$ cat src/rtl/clock_overlay_writer.sv
// clock_overlay_writer: keeps the running HH:MM:SS time and renders it as
// eight ROM glyphs (HH:MM:SS) into image memory on each start request.
module clock_overlay_writer #(
    parameter int          IMG_W    = 256,
    parameter int          GLYPH_W  = 13,
    parameter int          GLYPH_H  = 24,
    parameter logic [23:0] FG_COLOR = 24'hFFFFFF,
    parameter logic [23:0] BG_COLOR = 24'h000000
) (
    input  logic               clk,
    input  logic               reset,
    input  logic               init_load,
    input  logic [23:0]        init_time,
    input  logic               tick_1s,
    input  logic               start,
    input  logic [19:0]        fb_base,
    output logic [8:0]         CR_A,
    input  logic [GLYPH_W-1:0] CR_Q,
    output logic [19:0]        IM_A,
    output logic [23:0]        IM_D,
    output logic               IM_WEN,
    output logic               busy,
    output logic               done,
    output logic [23:0]        cur_time
);
    localparam logic [2:0] IDLE  = 3'd0;
    localparam logic [2:0] FETCH = 3'd1;
    localparam logic [2:0] LATCH = 3'd2;
    localparam logic [2:0] WRITE = 3'd3;
    localparam logic [2:0] FIN   = 3'd4;
    localparam logic [3:0] COL_LAST = 4'(GLYPH_W - 1);
    localparam logic [4:0] ROW_LAST = 5'(GLYPH_H - 1);

    logic [7:0]         hh, mm, ss;
    logic               s_wrap, m_wrap;
    logic [2:0]         state;
    logic [2:0]         k;
    logic [4:0]         row;
    logic [3:0]         col;
    logic [23:0]        snap;
    logic [19:0]        base;
    logic [GLYPH_W-1:0] sh;
    logic [7:0]         fld;
    logic [4:0]         glyph;
    logic               wr;

    // >= lets out-of-range loaded fields wrap on the next tick
    assign s_wrap = ss >= 8'd59;
    assign m_wrap = mm >= 8'd59;

    always_ff @(posedge clk or negedge reset) begin
        if (!reset) begin
            {hh, mm, ss} <= '0;
        end else if (init_load) begin
            {hh, mm, ss} <= init_time;
        end else if (tick_1s) begin
            ss <= s_wrap ? 8'd0 : ss + 8'd1;
            if (s_wrap) begin
                mm <= m_wrap ? 8'd0 : mm + 8'd1;
                if (m_wrap)
                    hh <= (hh >= 8'd23) ? 8'd0 : hh + 8'd1;
            end
        end
    end

    assign cur_time = {hh, mm, ss};

    always_comb begin
        fld   = (k < 3'd2) ? snap[23:16] : (k < 3'd5) ? snap[15:8] : snap[7:0];
        glyph = (k == 3'd2 || k == 3'd5) ? 5'd10 :
                (k == 3'd0 || k == 3'd3 || k == 3'd6) ? 5'(fld / 8'd10) : 5'(fld % 8'd10);
    end

    always_ff @(posedge clk or negedge reset) begin
        if (!reset) begin
            state <= IDLE;
            k     <= '0;
            row   <= '0;
            col   <= '0;
            snap  <= '0;
            base  <= '0;
            sh    <= '0;
        end else begin
            case (state)
                IDLE: if (start) begin
                    state <= FETCH;
                    k     <= '0;
                    row   <= '0;
                    col   <= '0;
                    snap  <= {hh, mm, ss};
                    base  <= fb_base;
                end
                FETCH: state <= LATCH;
                LATCH: begin
                    sh    <= CR_Q;
                    col   <= '0;
                    state <= WRITE;
                end
                WRITE: if (col == COL_LAST) begin
                    col <= '0;
                    if (row == ROW_LAST) begin
                        row   <= '0;
                        k     <= k + 3'd1;
                        state <= (k == 3'd7) ? FIN : FETCH;
                    end else begin
                        row   <= row + 5'd1;
                        state <= FETCH;
                    end
                end else begin
                    col <= col + 4'd1;
                end
                FIN:     state <= IDLE;
                default: state <= IDLE;
            endcase
        end
    end

    // ROM is synchronous: address is presented in FETCH, data captured in LATCH
    assign CR_A   = 9'(32'(glyph) * GLYPH_H + 32'(row));
    assign wr     = state == WRITE;
    assign IM_WEN = !wr;
    assign busy   = state != IDLE;
    assign done   = state == FIN;
    assign IM_A   = wr ? 20'(32'(base) + 32'(row) * IMG_W + 32'(k) * GLYPH_W + 32'(col)) : '0;
    assign IM_D   = wr ? (sh[COL_LAST - col] ? FG_COLOR : BG_COLOR) : '0;
endmodule
$ cat config.mk
export PLATFORM = sky130hd
export DESIGN_NAME = clock_overlay_writer
export DESIGN_NICKNAME = d
export VERILOG_FILES = /design/src/rtl/clock_overlay_writer.sv
export SDC_FILE = /design/constraint.sdc
export NUM_CORES = 1
export LEC_CHECK = 0
export ABC_CLOCK_PERIOD_IN_PS = 8600
export CAP_MARGIN = 30
export CORE_MARGIN = 3
export CORE_UTILIZATION = 50
export CTS_BUF_LIST = sky130_fd_sc_hd__clkbuf_16
export DETAILED_ROUTE_END_ITERATION = 7
export PLACE_DENSITY = 0.78
export SLEW_MARGIN = 20
export SYNTH_ARGS = -nofsm -noshare
export SYNTH_HDL_FRONTEND = slang
export SYNTH_SLANG_ARGS = --single-unit
export TNS_END_PERCENT = 1
$ cat constraint.sdc
create_clock -name clk -period 8.6 [get_ports clk]
set_input_delay 1.72 -clock clk [delete_from_list [all_inputs] [get_ports clk]]
set_output_delay 1.72 -clock clk [all_outputs]
set_load 0.005 [all_outputs]
==> impl_results.md, run 1 <==
- Run status: completed
- CP endpoint kind: output port
- Synth area leader: sky130_fd_sc_hd__dfrtp_1
- Max stage delay cell, worst path: sky130_fd_sc_hd__clkdlybuf4s50_1
- Area share of the leading cell type in the synthesized netlist: 34.70%
- Cells after synthesis: 712
- Vias after detailed routing: 5827
- Post-route minimum period: 8.127 ns
- TritonCTS clock tree: yes
- Lkg Pwr: 0.003892 µW
- Largest family of logic cells by synthesized area: compound AO/OA/AOI/OAI gates
- Synth Net Count: 829
- Total power density per cell area: 116.1 mW/mm²
- Number of max-cap violations: 0
- Final setup skew: 0.01245 ns
- Warnings, synthesis: 0
- Horizontal die dimension: 123.7 µm
- Placer Congestion: 0.8643
- Number of antenna violations at the first check in global routing: 0
- CP most frequent cell: sky130_fd_sc_hd__ha_1
- Port Buffer Count: 141
- Maximum number of pins on one net before global-route repair: 61
- R2R cell count: 7
- Area Growth Syn to Fin: 24.56%
- Mapped Area: 0.006923 mm²
- Area of the multi-input gates: 0.004081 mm²
- Total Routing Usage GR: 22.62%
- Vias in the first global route: 5764
- Share of the clock period used by the worst path: 94.50%
- Starting utilization of the core area: 51.66%
- Post-synthesis xor/xnor area fraction: 3.416%
- Total DRC errors in the routed layout: 0
- H-tree lvl count: 3
- Maximum resistive drop on vdd: 95.25 µV
- Average wire length per cell after detail routing: 16.68 µm
- Die area: 0.01529 mm²
- Post-Place Setup Slack: 0.3476 ns
- # setup viols final: 0
- Wire length after detailed routing: 16710 µm
- FF-to-FF End: row[3]
- NumNets Final: 938
- Fillcell total: 1097
- Critical hold path startpoint: sh[5]
- CTS hold repair buffers: 0
- Start of the worst register-to-register path: state[1]
- Register-to-register setup slack: 5.84 ns
- Count of routing violations after the opening detailed-route iteration: 372
- Delay of the slowest cell on the worst path: 0.52 ns
- Count of buffering cells on the critical path with inverters included: 3
- Dominant cells by area after synthesis: sky130_fd_sc_hd__dfrtp_1, sky130_fd_sc_hd__ha_1, sky130_fd_sc_hd__mux2_2
- Number of distinct library cells after synthesis: 89
- Post-route ant nets: 0
- Number of sinks handled by clock tree synthesis: 96
- Max-slew headroom: 49.45%
- Worst Max-Slew Pin Slew: 0.7582 ns
- Sequential share of the synthesized area: 34.70%
- Wire length of the first global-routing pass: 27840 µm
- Row count: 42
- Max-slew violation total from the final report: 0
- Number of flops mapped to enable cells by yosys: 0
- Required time worst endpoint: 6.88 ns
- Cts bufs inserted: 9
- Number of inserted diodes: 0
- HPWL after DPL: 12750 µm
- CP Launch Type: register
- Clk_lat worst skew: 0.35 ns
- Clock root buffer: sky130_fd_sc_hd__clkbuf_16
- Die Height: 123.7 µm
- Worst path setup slack after routing: 0.4730 ns
- Maximum count of clock buffers along a single path: 2
- Kind of critical path: reg -> out
- Area fraction in compound gates after synthesis: 19.18%
- GRT overflow: 0
- Class of the tightest hold or removal check: reg -> reg
- Portion of netlist area occupied by mux cells: 12.29%
- I/O Pins: 142
- Unrepaired setup endpoints after global routing: false
- Simple-gate share of the synthesized area: 12.87%
- FF/Latch Area: 0.002404 mm²
- Routed via count divided by cell count: 5.815
- Setup TNS after final layout: 0 ns
- Ratio of cells with drive above 1 in the final layout: 15.38%
- Flip-flop cell with the highest count after synthesis: sky130_fd_sc_hd__dfrtp_1
- Clock transition at the register clock pins on the worst setup and hold paths after CTS: 0.07 ns
- FF+latch count, synth: 96
- Signal arrival time at the worst endpoint: 6.41 ns
- Final Hold Vio Count: 0
- Syn_area_per_cell: 9.723 µm²
- Achievable clock frequency: 0.1230 GHz
- Area of the core region: 0.01340 mm²
- Critical path's top delay family: compound AO/OA/AOI/OAI gates
- Instance count along the most critical hold path: 1
- Worst Hold Endpoint: sh[5]
- Post-synthesis share of cell area spent on full adders, half adders and majority gates: 10.86%
- Number of iterations in the first detailed-routing pass: 7
- Largest fanout on the critical path: 7
- Async set-reset flop share out of synthesis: 100.0%
## cells in the final DEF, fill, tap and decap left out, types with 4 or more instances in the layout
master	instances
sky130_fd_sc_hd__clkdlybuf4s50_1	140
sky130_fd_sc_hd__dfrtp_1	95
sky130_fd_sc_hd__and2_1	5
sky130_fd_sc_hd__nand2_1	62
sky130_fd_sc_hd__xnor2_1	17
sky130_fd_sc_hd__or3_1	5
sky130_fd_sc_hd__nor2b_1	10
sky130_fd_sc_hd__a31oi_1	7
sky130_fd_sc_hd__clkbuf_16	9
sky130_fd_sc_hd__nand2_2	4
sky130_fd_sc_hd__nand3_1	15
sky130_fd_sc_hd__nor3_1	10
sky130_fd_sc_hd__ha_1	46
sky130_fd_sc_hd__mux2_2	53
sky130_fd_sc_hd__nand4_1	5
sky130_fd_sc_hd__a22o_1	6
sky130_fd_sc_hd__nor2_1	38
sky130_fd_sc_hd__a21oi_1	35
sky130_fd_sc_hd__a211oi_1	10
sky130_fd_sc_hd__xor2_1	10
sky130_fd_sc_hd__inv_1	42
sky130_fd_sc_hd__a21o_1	11
sky130_fd_sc_hd__o2111ai_1	4
sky130_fd_sc_hd__o21ai_0	50
sky130_fd_sc_hd__o21bai_1	6
sky130_fd_sc_hd__buf_4	9
sky130_fd_sc_hd__fa_1	7
sky130_fd_sc_hd__mux2i_1	10
sky130_fd_sc_hd__and3_1	7
## metal layers
metal | up-vias | track usage, % | share of wire, %
met1 | 2819 | 30.64 | 44
met3 | 34 | 4.087 | 5.3
met5 | - | 0 | 0
met2 | 220 | 37.31 | 49
li1 | 2754 | - | -
met4 | 0 | 6.367 | 1.8
## sequential cells by signal (all words and copies together) (netlist names)
signal	cells
row	5
k	3
col	4
base	20
ss	8
state	3
mm	8
snap	24
hh	8
sh	13
## final cells by class
| cell class | count | share of cell area (%) |
|---|---|---|
| Sequential cell | 96 | 27.87 |
| Clock inverter | 7 | 0.7255 |
| Timing Repair Buffer | 149 | 17.03 |
| Multi-Input combinational cell | 522 | 47.33 |
| Tap cell | 176 | 2.554 |
| Clock buffer | 9 | 2.612 |
| Inverter | 43 | 1.872 |
## kinds of logic after synthesis
| logic type | after synthesis |
|---|---|
| compound gates | 185 |
| xor+xnor | 27 |
| fa+ha+maj | 56 |
| buf+inv | 94 |
| flops | 96 |
| mux | 71 |
| simple gates | 183 |
## power by group
group          switching (µW)  internal [µW]
registers                24.8            468
clock network             184            202
logic                    47.3           75.6
## cells in the mapped netlist, types with 15 or more instances
cell type / n
sky130_fd_sc_hd__dfrtp_1: 96
sky130_fd_sc_hd__nand2_1: 62
sky130_fd_sc_hd__mux2_2: 53
sky130_fd_sc_hd__o21ai_0: 50
sky130_fd_sc_hd__ha_1: 48
sky130_fd_sc_hd__inv_1: 43
sky130_fd_sc_hd__nor2_1: 39
sky130_fd_sc_hd__a21oi_1: 35
sky130_fd_sc_hd__buf_4: 26
sky130_fd_sc_hd__clkbuf_1: 19
sky130_fd_sc_hd__xnor2_1: 17
sky130_fd_sc_hd__nand3_1: 15
## per-stage QoR
step / utilization [%] / hold WS (ns) / instances / cell area [µm²] / total power (µW)
4_1_cts: 64.02 / 0.5116 / 999 / 8579 / 1011
3_5_place_dp: 61.86 / 0.4958 / 983 / 8289 / 623.3
5_1_grt: 64.35 / 0.5289 / 1002 / 8623 / 1042
2_1_floorplan: - / 0.4733 / 712 / 6923 / 539.5
3_3_place_gp: 61.80 / 0.4865 / 982 / 8282 / 619.7
6_report: 64.35 / 0.5068 / 1002 / 8623 / 1001
## how the worst max path moves through the flow
stage,from,endpoint,depth (start not counted)
finish,k[1],CR_A[7],25
floorplan,k[2],CR_A[8],27
global route,k[1],CR_A[8],27
global placement,k[2],CR_A[8],26
detailed placement,k[2],CR_A[7],24
CTS,k[1],CR_A[7],25
## what timing repair did
action	CTS	global route
resized for setup	1	6
pin swaps	0	2
setup buffers	0	3
setup endpoints to repair	2	3
(Power assumes the default switching activity.)
==> run 2: changes to the inputs <==
Settings changed: SLEW_MARGIN 20 to unset.
==> results of run 2 <==
The final DEF is identical to that of run 1; final timing and power are the same.
==> run 3: changes to the inputs <==
Settings changed: CTS_CLUSTER_DIAMETER set to 40.
==> results of run 3 <==
The final DEF is identical to that of run 1; final timing and power are the same.
